### src/rtl/mul_share_arbiter.sv
// mul_share_arbiter
// Round-robin arbiter and two-stage pipeline controller sharing one
// combinational 8x8 signed multiplier among NREQ requesters.
//
// Ports:
//   clk, rst_n          clock, asynchronous active-low reset
//   req_valid/req_ready per-requester handshake (ready is one-hot or zero)
//   req_a/req_b         packed signed operands, requester i at [8i+7:8i]
//   mul_a/mul_b/mul_p   shared multiplier core (mul_p combinational)
//   rsp_valid/rsp_ready response handshake
//   rsp_id/rsp_p        owning requester and signed 16-bit product
//   stat_ops/stat_stall saturating response / stall counters
//
// Optional feature: define MUL_SHARE_ARBITER_STATS_EN to build the
// statistics counters; otherwise stat_ops/stat_stall are tied to zero.
module mul_share_arbiter #(
  parameter int unsigned NREQ = 4,
  parameter int unsigned ID_W = 2
) (
  input  logic                 clk,
  input  logic                 rst_n,
  input  logic [NREQ-1:0]      req_valid,
  output logic [NREQ-1:0]      req_ready,
  input  logic [8*NREQ-1:0]    req_a,
  input  logic [8*NREQ-1:0]    req_b,
  output logic [7:0]           mul_a,
  output logic [7:0]           mul_b,
  input  logic [15:0]          mul_p,
  output logic                 rsp_valid,
  input  logic                 rsp_ready,
  output logic [ID_W-1:0]      rsp_id,
  output logic [15:0]          rsp_p,
  output logic [15:0]          stat_ops,
  output logic [15:0]          stat_stall
);

  localparam int unsigned OP_W = 8;
  localparam int unsigned P_W  = 16;

  // Issue stage (S1)
  logic              r_s1_valid;
  logic [ID_W-1:0]   r_s1_id;
  logic [OP_W-1:0]   r_s1_a;
  logic [OP_W-1:0]   r_s1_b;
  // Result stage (S2)
  logic              r_rsp_valid;
  logic [ID_W-1:0]   r_rsp_id;
  logic [P_W-1:0]    r_rsp_p;
  // Round-robin pointer: last granted requester
  logic [ID_W-1:0]   r_last;

  logic              w_ld1;
  logic              w_ld2;
  logic              w_accept;
  logic [ID_W-1:0]   w_win;
  logic [OP_W-1:0]   w_win_a;
  logic [OP_W-1:0]   w_win_b;

  assign w_ld2 = !r_rsp_valid || rsp_ready;
  assign w_ld1 = !r_s1_valid || w_ld2;

  // Winner search: walk offsets from farthest to nearest so the nearest
  // valid requester after r_last is the final (winning) assignment.
  always_comb begin
    w_win = '0;
    for (int unsigned k = NREQ; k > 0; k--) begin
      if (((req_valid >> ((32'(r_last) + k) % NREQ)) & NREQ'(1)) != '0) begin
        w_win = ID_W'((32'(r_last) + k) % NREQ);
      end
    end
  end

  // Ready is forced low during reset so nothing is accepted then.
  assign w_accept  = rst_n && w_ld1 && (|req_valid);
  assign req_ready = w_accept ? (NREQ'(1) << w_win) : '0;

  assign w_win_a = OP_W'(req_a >> (OP_W * 32'(w_win)));
  assign w_win_b = OP_W'(req_b >> (OP_W * 32'(w_win)));

  // Pipeline state and arbitration pointer
  always_ff @(posedge clk or negedge rst_n) begin
    if (!rst_n) begin
      r_s1_valid  <= 1'b0;
      r_s1_id     <= '0;
      r_s1_a      <= '0;
      r_s1_b      <= '0;
      r_rsp_valid <= 1'b0;
      r_rsp_id    <= '0;
      r_rsp_p     <= '0;
      r_last      <= ID_W'(NREQ - 1);
    end else begin
      if (w_ld2) begin
        r_rsp_valid <= r_s1_valid;
        r_rsp_id    <= r_s1_id;
        if (r_s1_valid) begin
          r_rsp_p <= mul_p;
        end
      end
      if (w_ld1) begin
        if (w_accept) begin
          r_s1_valid <= 1'b1;
          r_s1_id    <= w_win;
          r_s1_a     <= w_win_a;
          r_s1_b     <= w_win_b;
          r_last     <= w_win;
        end else begin
          // Operands hold so the multiplier inputs do not toggle when idle
          r_s1_valid <= 1'b0;
        end
      end
    end
  end

  assign mul_a     = r_s1_a;
  assign mul_b     = r_s1_b;
  assign rsp_valid = r_rsp_valid;
  assign rsp_id    = r_rsp_id;
  assign rsp_p     = r_rsp_p;

`ifdef MUL_SHARE_ARBITER_STATS_EN
  logic [15:0] r_stat_ops;
  logic [15:0] r_stat_stall;

  // Saturating response and stall counters
  always_ff @(posedge clk or negedge rst_n) begin
    if (!rst_n) begin
      r_stat_ops   <= '0;
      r_stat_stall <= '0;
    end else begin
      if (r_rsp_valid && rsp_ready && (r_stat_ops != 16'hFFFF)) begin
        r_stat_ops <= r_stat_ops + 16'd1;
      end
      if (r_rsp_valid && !rsp_ready && (r_stat_stall != 16'hFFFF)) begin
        r_stat_stall <= r_stat_stall + 16'd1;
      end
    end
  end

  assign stat_ops   = r_stat_ops;
  assign stat_stall = r_stat_stall;
`else
  assign stat_ops   = '0;
  assign stat_stall = '0;
`endif

endmodule

### config.mk
export PLATFORM = sky130hd
export DESIGN_NAME = mul_share_arbiter
export DESIGN_NICKNAME = d
export VERILOG_FILES = /design/src/rtl/mul_share_arbiter.sv
export SDC_FILE = /design/constraint.sdc
export NUM_CORES = 1
export LEC_CHECK = 0
export ABC_AREA = 0
export CORE_ASPECT_RATIO = 0.6
export CORE_MARGIN = 2
export CORE_UTILIZATION = 33
export DETAILED_ROUTE_END_ITERATION = 12
export GPL_TIMING_DRIVEN = 0
export PLACE_DENSITY_LB_ADDON = 0.3
export SKIP_LAST_GASP = 1
export SYNTH_ARGS = -nofsm -noshare
export SYNTH_HDL_FRONTEND = slang
export SYNTH_SLANG_ARGS = --single-unit
### constraint.sdc
create_clock -name clk -period 1.9 [get_ports clk]
set_input_delay 0.38 -clock clk [delete_from_list [all_inputs] [get_ports clk]]
set_output_delay 0.38 -clock clk [all_outputs]
set_load 0.05 [all_outputs]
======== Word level (Yosys, flattened, before mapping) ========
Cells that the tools add are included.
word-level totals
  bits in registers ....................... 40
  output and inout bits ................... 71
operators by class
  add/subtract/negate cells ............... 4
  shifts and indexed selects .............. 7
  muxes and demuxes ....................... 6
  reductions and logical operators ........ 9
operators by type and width
  operator                                         number
  >> shifter 32 x 5 -> 8 bit                       2
  >> shifter 4 x 2 -> 1 bit                        4
  two-way mux 2 bit                                4
  adder 2 x 1 -> 2 bit, second input constant      2
  adder 2 bit, second input constant               2
  two-way mux 4 bit                                1
  AND reduction 2 bit                              2
  OR reduction 4 bit                               1
  << shifter 1 x 2 -> 4 bit, first input constant  1
  logical AND 1 bit                                2
  logical NOT 1 bit                                2
  logical OR 1 bit                                 2
  two-way mux 1 bit                                1

======== Depth between registers and ports, before layout ========
Gate-level depths: netlist of the first run.
  word-level depth ........................ 8
  gate-level depth with buffers ........... 7
  mapped depth without buffers ............ 5

======== Worst setup path after synthesis of the first run ========
Ideal clock, no wire load.
  path kind ............................... register to output
  start ................................... register r_rsp_valid, in the netlist rsp_valid
  end ..................................... output req_ready[0]
  arrival time ............................ 2.793 ns
  required time ........................... 1.520 ns
  setup slack ............................. -1.273 ns
  stages on the path, launching flop included .. 7
  buffers on the path ..................... 2
  cells stage by stage .................... dfrtp_1 -> nor2b_1 -> nand2_1 -> nand2b_1 -> buf_4 -> buf_4 -> nor4_1
between the ends
  word-level cells in the longest chain between the ends .. 6
ends and longest elaborated chain
  item                            RTL line  text
  start, declared                 46        logic r_rsp_valid;
  start signal, assigned          93        r_rsp_valid <= r_s1_valid;
  logical NOT 1 bit               59        assign w_ld2 = !r_rsp_valid || rsp_ready;
  logical OR 1 bit                59
  logical OR 1 bit                60        assign w_ld1 = !r_s1_valid || w_ld2;
  logical AND 1 bit (2 in a row)  74        assign w_accept = rst_n && w_ld1 && (|req_valid);
  two-way mux 4 bit               75        assign req_ready = w_accept ? (NREQ'(1) << w_win) : '0;
  end, declared                   23        output logic [NREQ-1:0] req_ready,
No other way between the ends.

======== Worst setup path after layout of the first run ========
  start ................................... register r_last[0]
  end ..................................... output req_ready[1]
between the ends
  word-level cells in the longest chain between the ends .. 8
  elaborated cells between the ends (all ways) .. 14
  those cells by class .................... add/sub (4); shift (5); mux (5)
ends and longest elaborated chain
  item                            RTL line  text
  start, declared                 50        logic [ID_W-1:0] r_last;
  start signal, assigned          90        r_last <= ID_W'(NREQ - 1);
  start signal, assigned          105       r_last <= w_win;
  adder 2 x 1 -> 2 bit            67, 68
  >> shifter 4 x 2 -> 1 bit       67        if (((req_valid >> ((32'(r_last) + k) % NREQ)) & NREQ'(1)) != '0) begin
  two-way mux 2 bit (3 in a row)  67
  two-way mux 2 bit *             67
  << shifter 1 x 2 -> 4 bit *     75
  two-way mux 4 bit *             75
Every way passes the cells marked *; elsewhere a longest branch is shown, timed or not.

==> flow_metrics.tcl, run 1 <==
set metrics [dict create \
    path_buf_inv 3 \
    multi_input_area_um2 1360 \
    clock_path_buffers 2 \
    skew_ns 0.00399 \
    clkPwrFrac_pct 20.1 \
    critical-path-top-delay-family "flip-flops" \
    rrSetupSlack_ns -0.20 \
    cp_slowest_cell "dfstp_2" \
    io_buffer_count 125 \
    fin_ws_ns -0.325 \
    vias 2516 \
    clock_latency_ns 0.28 \
    rsz0062_at_grt "true" \
    cell_internal_pwr_uw 2800 \
    vdd_drop_max_mv 0.541 \
    num_antenna_cells 0 \
    gr-total-overflow 0 \
    grt_pass1_wl_mm 12.8 \
    setup_violations 20 \
    worstPathMaxFanout 5 \
    hold_viol 0 \
    slew_viol_final 0 \
    end_kind "output port" \
    timing.max_cap.violations 0 \
    regArea_um2 1000 \
    synth-seq-area-share_pct 41.8 \
    timing.rr.start "r_last[1]$_DFFE_PN1P_" \
    gp_congestion 0.782 \
    r2r-end "mul_a[1]$_DFFE_PN0P_" \
    synth_enable_flop_cells 0 \
    wl_mm 8.27 \
    p_comb_share_pct 54.9 \
    hpwl_mm 5.93 \
    syn2layout_area_growth_pct 87.3 \
    clockRootBuffer "clkbuf_16" \
    hp-class "input port to asynchronous set/reset pin" \
    slowest_delay_ns 0.60 \
    finish.cell_count_without_fillers 526 \
    period_minus_slack_ns 2.22 \
    routedWlPerCell_um 15.7 \
    crit_chain "o21ai_1 > nand3_1 > a21oi_4 > buf_8 > buf_4 > nor3_4 > buf_6" \
    syn_inst 250 \
    dr.first_iter.drc_count 69 \
    dp_cells 498 \
    start_util_pct 33.6 \
    yosys.area.top_type_share_pct 39.6 \
    firstDrtPassIters 6 \
    worstMarginPinSlew_ns 0.541 \
    syn-cell-area_um2 2400 \
    whs_ns 0.0584 \
    path_class "flip-flop to output port" \
    fin_crit_sh_pct 117 \
    dieArea_um2 7990 \
    p_sw_share_pct 42.2 \
    critPathRequiredTime_ns 1.52 \
    n_fill_cell 597 \
    clkTransAtPathRegs_ns 0.06 \
    synthTopCellsByArea "dfrtp_1 (40%), buf_4 (11%), mux2_2 (7.5%)" \
    ios 158 \
    max_freq_ghz 0.449 \
    crit_start "r_last[0]$_DFFE_PN1P_" \
    power.density_nw_per_um2 1080 \
    drive_above_1_share_pct 30.3 \
    reg2regPathDepth 7 \
    core_area_um2 7150 \
    critPathLaunchType "flip-flop" \
    cts_buffers 5 \
    cts_tree "done" \
    p_leak_uw 0.00199 \
    yosysMostFrequentCell "dfrtp_1" \
    row_count 24 \
    ys_ff_latch 40 \
    fin_nets 521 \
    grt_pass1_vias 2543 \
    relSlewSlack_pct 63.9 \
    cts_sinks 40 \
    track_usage_pct 20.6 \
    die_x_um 114 \
    violations "setup timing" \
    synthFlopType "dfrtp_1" \
    grt_max_degree 20 \
    cts-htree-levels 2 \
    syn_avg_cell_area_um2 9.59 \
    ys_async_sr_fraction_pct 100 \
    p_seq_share_pct 25.0 \
    antenna_left 0 \
    antenna_found_initial 0 \
    p_switching_uw 2050 \
    synthTopCellsByCount "dfrtp_1 (38), buf_4 (34), a21oi_1 (21), nor2_1 (21), o21ai_0 (19)" \
    synth_cell_type_count 31 \
    synth_warnings 0 \
    outcome "finished with violations" \
    via_per_inst 4.78 \
    die_y_um 70.0 \
    critical_path_arrival_ns 1.84 \
    drcViolationCount 0 \
    synth_top_area_cell "dfrtp_1" \
]
## worst reg2reg max path, delay by kind of cell (launching register included)
kind	cells	cell delay, ns
buffers and inverters	2	0.32
AO/OA/AOI/OAI	3	0.41
AND/OR/NAND/NOR	1	0.38
multiplexers	1	0.28
flip-flops	1	0.63
## power by group through the flow
stage          Combinational, uW  Sequential, uW  Clock (uW)
6_report                    2660            1210         975
5_1_grt                     2790            1240        1020
4_1_cts                     2580            1210         982
3_5_place_dp                2330            1220           0
3_3_place_gp                2300            1210           0
2_1_floorplan                884            1860           0
## layer usage
metal	GRT usage, %	up-vias	wire length [um]
li1	-	1201	-
met1	26.9	1202	3630
met2	33.3	105	3860
met3	6.42	8	683
met4	5.56	0	85
met5	0	-	0
## cells by family after synthesis
kind of cell,count (synthesis),share of synthesized area (%)
AND/OR/NAND/NOR,65,14.9
flip-flops,40,41.8
other,1,0.156
AO/OA/AOI/OAI,79,21.9
buffers and inverters,48,13.3
multiplexers,17,7.93
## area by class of cell
class                      instances  area share (%)
buffer                            45            7.97
sequential                        40            22.4
tap                               91            2.53
inverter                           1          0.0836
clock buffer                       5            2.79
timing repair buffer             148            33.0
clock inverter                     3           0.947
multi-input combinational        193            30.4
## sequential cells by signal, indices dropped and copies added (netlist names)
| name | flops |
|---|---|
| rsp_id | 2 |
| mul_b | 8 |
| r_last | 2 |
| rsp_p | 16 |
| r_s1_id | 2 |
| mul_a | 8 |
| r_s1_valid | 1 |
| rsp_valid | 1 |
## per-stage QoR
step / util (%) / setup TNS, ns / total power (uW) / setup slack [ns] / instance area [um2]
after floorplan: - / -0.324 / 2740 / -0.148 / 2600
after global placement: 55.5 / -76.60 / 3510 / -2.96 / 3960
after detailed placement: 55.7 / -16.40 / 3550 / -1.44 / 3980
after CTS: 62.1 / -3.08 / 4770 / -0.320 / 4440
after global routing: 62.9 / -4.28 / 5050 / -0.381 / 4490
final: 62.9 / -3.15 / 4850 / -0.325 / 4490
## worst max path at each step
| stage | endpoint | slack (ns) | depth (start not counted) |
|---|---|---|---|
| final | req_ready[1] | -0.32 | 7 |
| after CTS | req_ready[1] | -0.32 | 6 |
| after floorplan | req_ready[0] | -0.15 | 6 |
| after global placement | req_ready[2] | -2.96 | 6 |
| after detailed placement | req_ready[1] | -1.44 | 7 |
| after global routing | req_ready[1] | -0.38 | 7 |
## layout by cell type (no fill, tap or decap), types with 2 or more instances in the layout
| cell type | n |
|---|---|
| a21oi_2 | 3 |
| buf_8 | 4 |
| nor2_1 | 19 |
| buf_12 | 2 |
| a21oi_1 | 17 |
| nand2b_1 | 3 |
| a21oi_4 | 3 |
| buf_2 | 4 |
| buf_4 | 50 |
| nand2_1 | 12 |
| or3b_1 | 11 |
| a221oi_2 | 2 |
| nand2_2 | 2 |
| clkbuf_16 | 5 |
| clkbuf_1 | 2 |
| o21ai_1 | 2 |
| clkbuf_2 | 2 |
| conb_1 | 32 |
| or3b_2 | 4 |
| dfrtp_1 | 37 |
| dfstp_2 | 2 |
| o21ai_0 | 17 |
| nor2_4 | 2 |
| nand2b_4 | 2 |
| a21o_1 | 17 |
| buf_6 | 8 |
| a221oi_1 | 14 |
| mux2_2 | 16 |
| clkdlybuf4s50_1 | 115 |
## what timing repair did
| action | in CTS | in global routing |
|---|---|---|
| buffers inserted | 14 | 6 |
| endpoints found under the setup margin | 22 | 20 |
| hold endpoints to repair | 3 | 0 |
| pin swaps | 6 | 8 |
| gates cloned | 1 | 0 |
| hold buffers | 1 | 0 |
| resized for setup | 69 | 18 |
Note: power is estimated with default switching activity, not from simulation.
==> run 2, diff against run 1 <==
CAP_MARGIN = 40   (was not set)
CORE_UTILIZATION = 36   (was 33)
clock period = 2.45 ns   (was 1.9 ns; I/O delays follow)
==> run 2 against run 1 <==
Compared with the run above: the run now ends clean; clock skew grew 0.0028 ns; setup slack improved by 0.36 ns; sequential power fell by 23%; largest power group unchanged; final cell count decreased by 4.4%; critical path depth unchanged; core utilization grew 3.7 points.
==> flow_metrics.tcl, run 2 (synthesis gave the netlist of run 1 again) <==
set metrics [dict create \
    track_usage_pct 22.4 \
    drive_above_1_share_pct 23.9 \
    cts_tree "done" \
    critPathRequiredTime_ns 1.96 \
    antenna_found_initial 0 \
    finish.utilization_pct 66.5 \
    fin_nets 505 \
    gr-total-overflow 0 \
    wl_met1_mm 3.45 \
    hpwl_mm 6.03 \
    power.density_nw_per_um2 803 \
    cp_slowest_cell "dfstp_2" \
    dieArea_um2 7350 \
    reg2regPathDepth 6 \
    path_depth 7 \
    worstMarginPinSlew_ns 0.588 \
    timing.max_cap.violations 0 \
    core_area_um2 6280 \
    relSlewSlack_pct 60.8 \
    start_util_pct 38.2 \
    die_x_um 109 \
    end_kind "output port" \
    antenna_left 0 \
    rrSetupSlack_ns 0.38 \
    critPathLaunchType "flip-flop" \
    critical_path_arrival_ns 1.93 \
    largest_reg_flops 16 \
    outcome "finished clean" \
    setup_violations 0 \
    wl_mm 8.11 \
    cts-htree-levels 2 \
    slowest_delay_ns 0.59 \
    io_buffer_count 125 \
    fin_crit_sh_pct 98.7 \
    slew_viol_final 0 \
    routed.top_layer "met4" \
    grt_pass1_wl_mm 12.4 \
    wl_met3_um 695 \
    skew_ns 0.00675 \
    vdd_drop_max_mv 0.392 \
    path_buf_inv 2 \
    timing.rr.start "r_last[1]$_DFFE_PN1P_" \
    via_per_inst 4.81 \
    layout.cells.most_common "clkdlybuf4s50_1" \
    r2r-end "mul_b[6]$_DFFE_PN0P_" \
    cts_buffers 5 \
    p_leak_uw 0.00185 \
    pre_cts_slack_ns -1.23 \
    die_y_um 67.2 \
    routedWlPerCell_um 16.1 \
    firstDrtPassIters 4 \
    vias 2418 \
    path_class "flip-flop to output port" \
    drcViolationCount 0 \
    syn2layout_area_growth_pct 74.1 \
    grt_max_degree 20 \
    fin_ws_ns 0.0322 \
    max_freq_ghz 0.414 \
    clockRootBuffer "clkbuf_8" \
    clkTransAtPathRegs_ns 0.08 \
    clock_latency_ns 0.29 \
    post_dp_cell_area_um2 3900 \
    worstPathMaxFanout 10 \
    row_count 22 \
    ios 158 \
    holdBufCountCts 0 \
    hold_viol 0 \
    wl_met2_mm 3.89 \
    crit_chain "nand2b_1 > nand2_1 > a21oi_4 > buf_6 > nand2_1 > nor2_2 > buf_6" \
    mostFrequentLayoutCells "clkdlybuf4s50_1 (116), buf_4 (40), dfrtp_1 (38)" \
    gp_congestion 0.744 \
    num_antenna_cells 0 \
    hp-class "input port to asynchronous set/reset pin" \
    cts_sinks 40 \
    clock_path_buffers 2 \
    rsz0062_at_grt "true" \
    period_minus_slack_ns 2.42 \
    finalInstanceArea_um2 4180 \
    dr.first_iter.drc_count 89 \
    grt_pass1_vias 2498 \
    critical-path-top-delay-family "flip-flops" \
]
run 2: changes by cell type in the layout (fill, tap and decap cells not counted), moves of 3 or more:
cell,delta
a21oi_1,+3
a21oi_2,-3
buf_4,-10
buf_8,-4
clkbuf_16,-5
clkbuf_8,+4
run 2: worst max-delay path by stage:
| stage | startpoint | slack [ns] | end |
|---|---|---|---|
| 2_1_floorplan | rsp_valid$_DFFE_PN0P_ | -0.26 | req_ready[0] |
| 3_3_place_gp | rst_n | -2.67 | req_ready[2] |
| 3_5_place_dp | req_valid[0] | -1.23 | req_ready[3] |
| 4_1_cts | req_valid[1] | -0.0009 | req_ready[3] |
| 5_1_grt | req_valid[0] | -0.08 | req_ready[3] |
| 6_report | r_last[0]$_DFFE_PN1P_ | 0.03 | req_ready[3] |
run 2: worst reg2reg max path: stages, from the launching register on:
cell	delay (ns)
dfstp_2	0.60
mux2i_2	0.28
o22ai_4	0.18
buf_4	0.19
or3b_2	0.45
a21o_1	0.16
a21oi_1	0.13
run 2: report_power, final:
part           leakage (uW)  internal (uW)  total, uW  switching (uW)
combinational       0.00133            727       1880            1150
sequential         0.000457            830        932             102
clock             0.0000552            303        546             243
total               0.00185           1860       3350            1490
run 2: metrics by stage:
stage               hold WS [ns]  std cells  total power, uW  setup TNS, ns
finish                    0.0293        503             3350              0
floorplan                  0.194        281             2070         -0.257
detailed placement         0.341        491             2700          -4.92
CTS                       0.0323        501             3330      -0.000910
global route              0.0263        503             3530         -0.112
global placement           0.454        490             2660         -49.40
run 2: layout make-up:
type,count,area [um2]
fillers,529,2100
repair buffers,133,1340
multi-input cells,193,1290
flip-flops and latches,40,1000
plain buffers,44,322
well taps,84,105
clock buffers,6,72.6
clock inverters,2,35.0
inverters,1,3.75
run 2: repair_timing:
action / 4_1_cts / 5_1_grt
gates resized for setup: 56 / 8
pin swaps: 1 / 4
buffers inserted: 2 / 4
endpoints found under the setup margin: 4 / 4
gates cloned: 1 / 0
run 2: layer usage:
metal / global-route usage (%) / up-vias
met5: 0 / -
li1: - / 1172
met1: 29.3 / 1139
met3: 6.27 / 7
met2: 36.8 / 100
met4: 6.17 / 0
==> run 3, diff against run 2 <==
CTS_CLUSTER_SIZE = 24   (was not set)
==> results of run 3 <==
Final layout, timing and power as in run 2 (identical DEF).
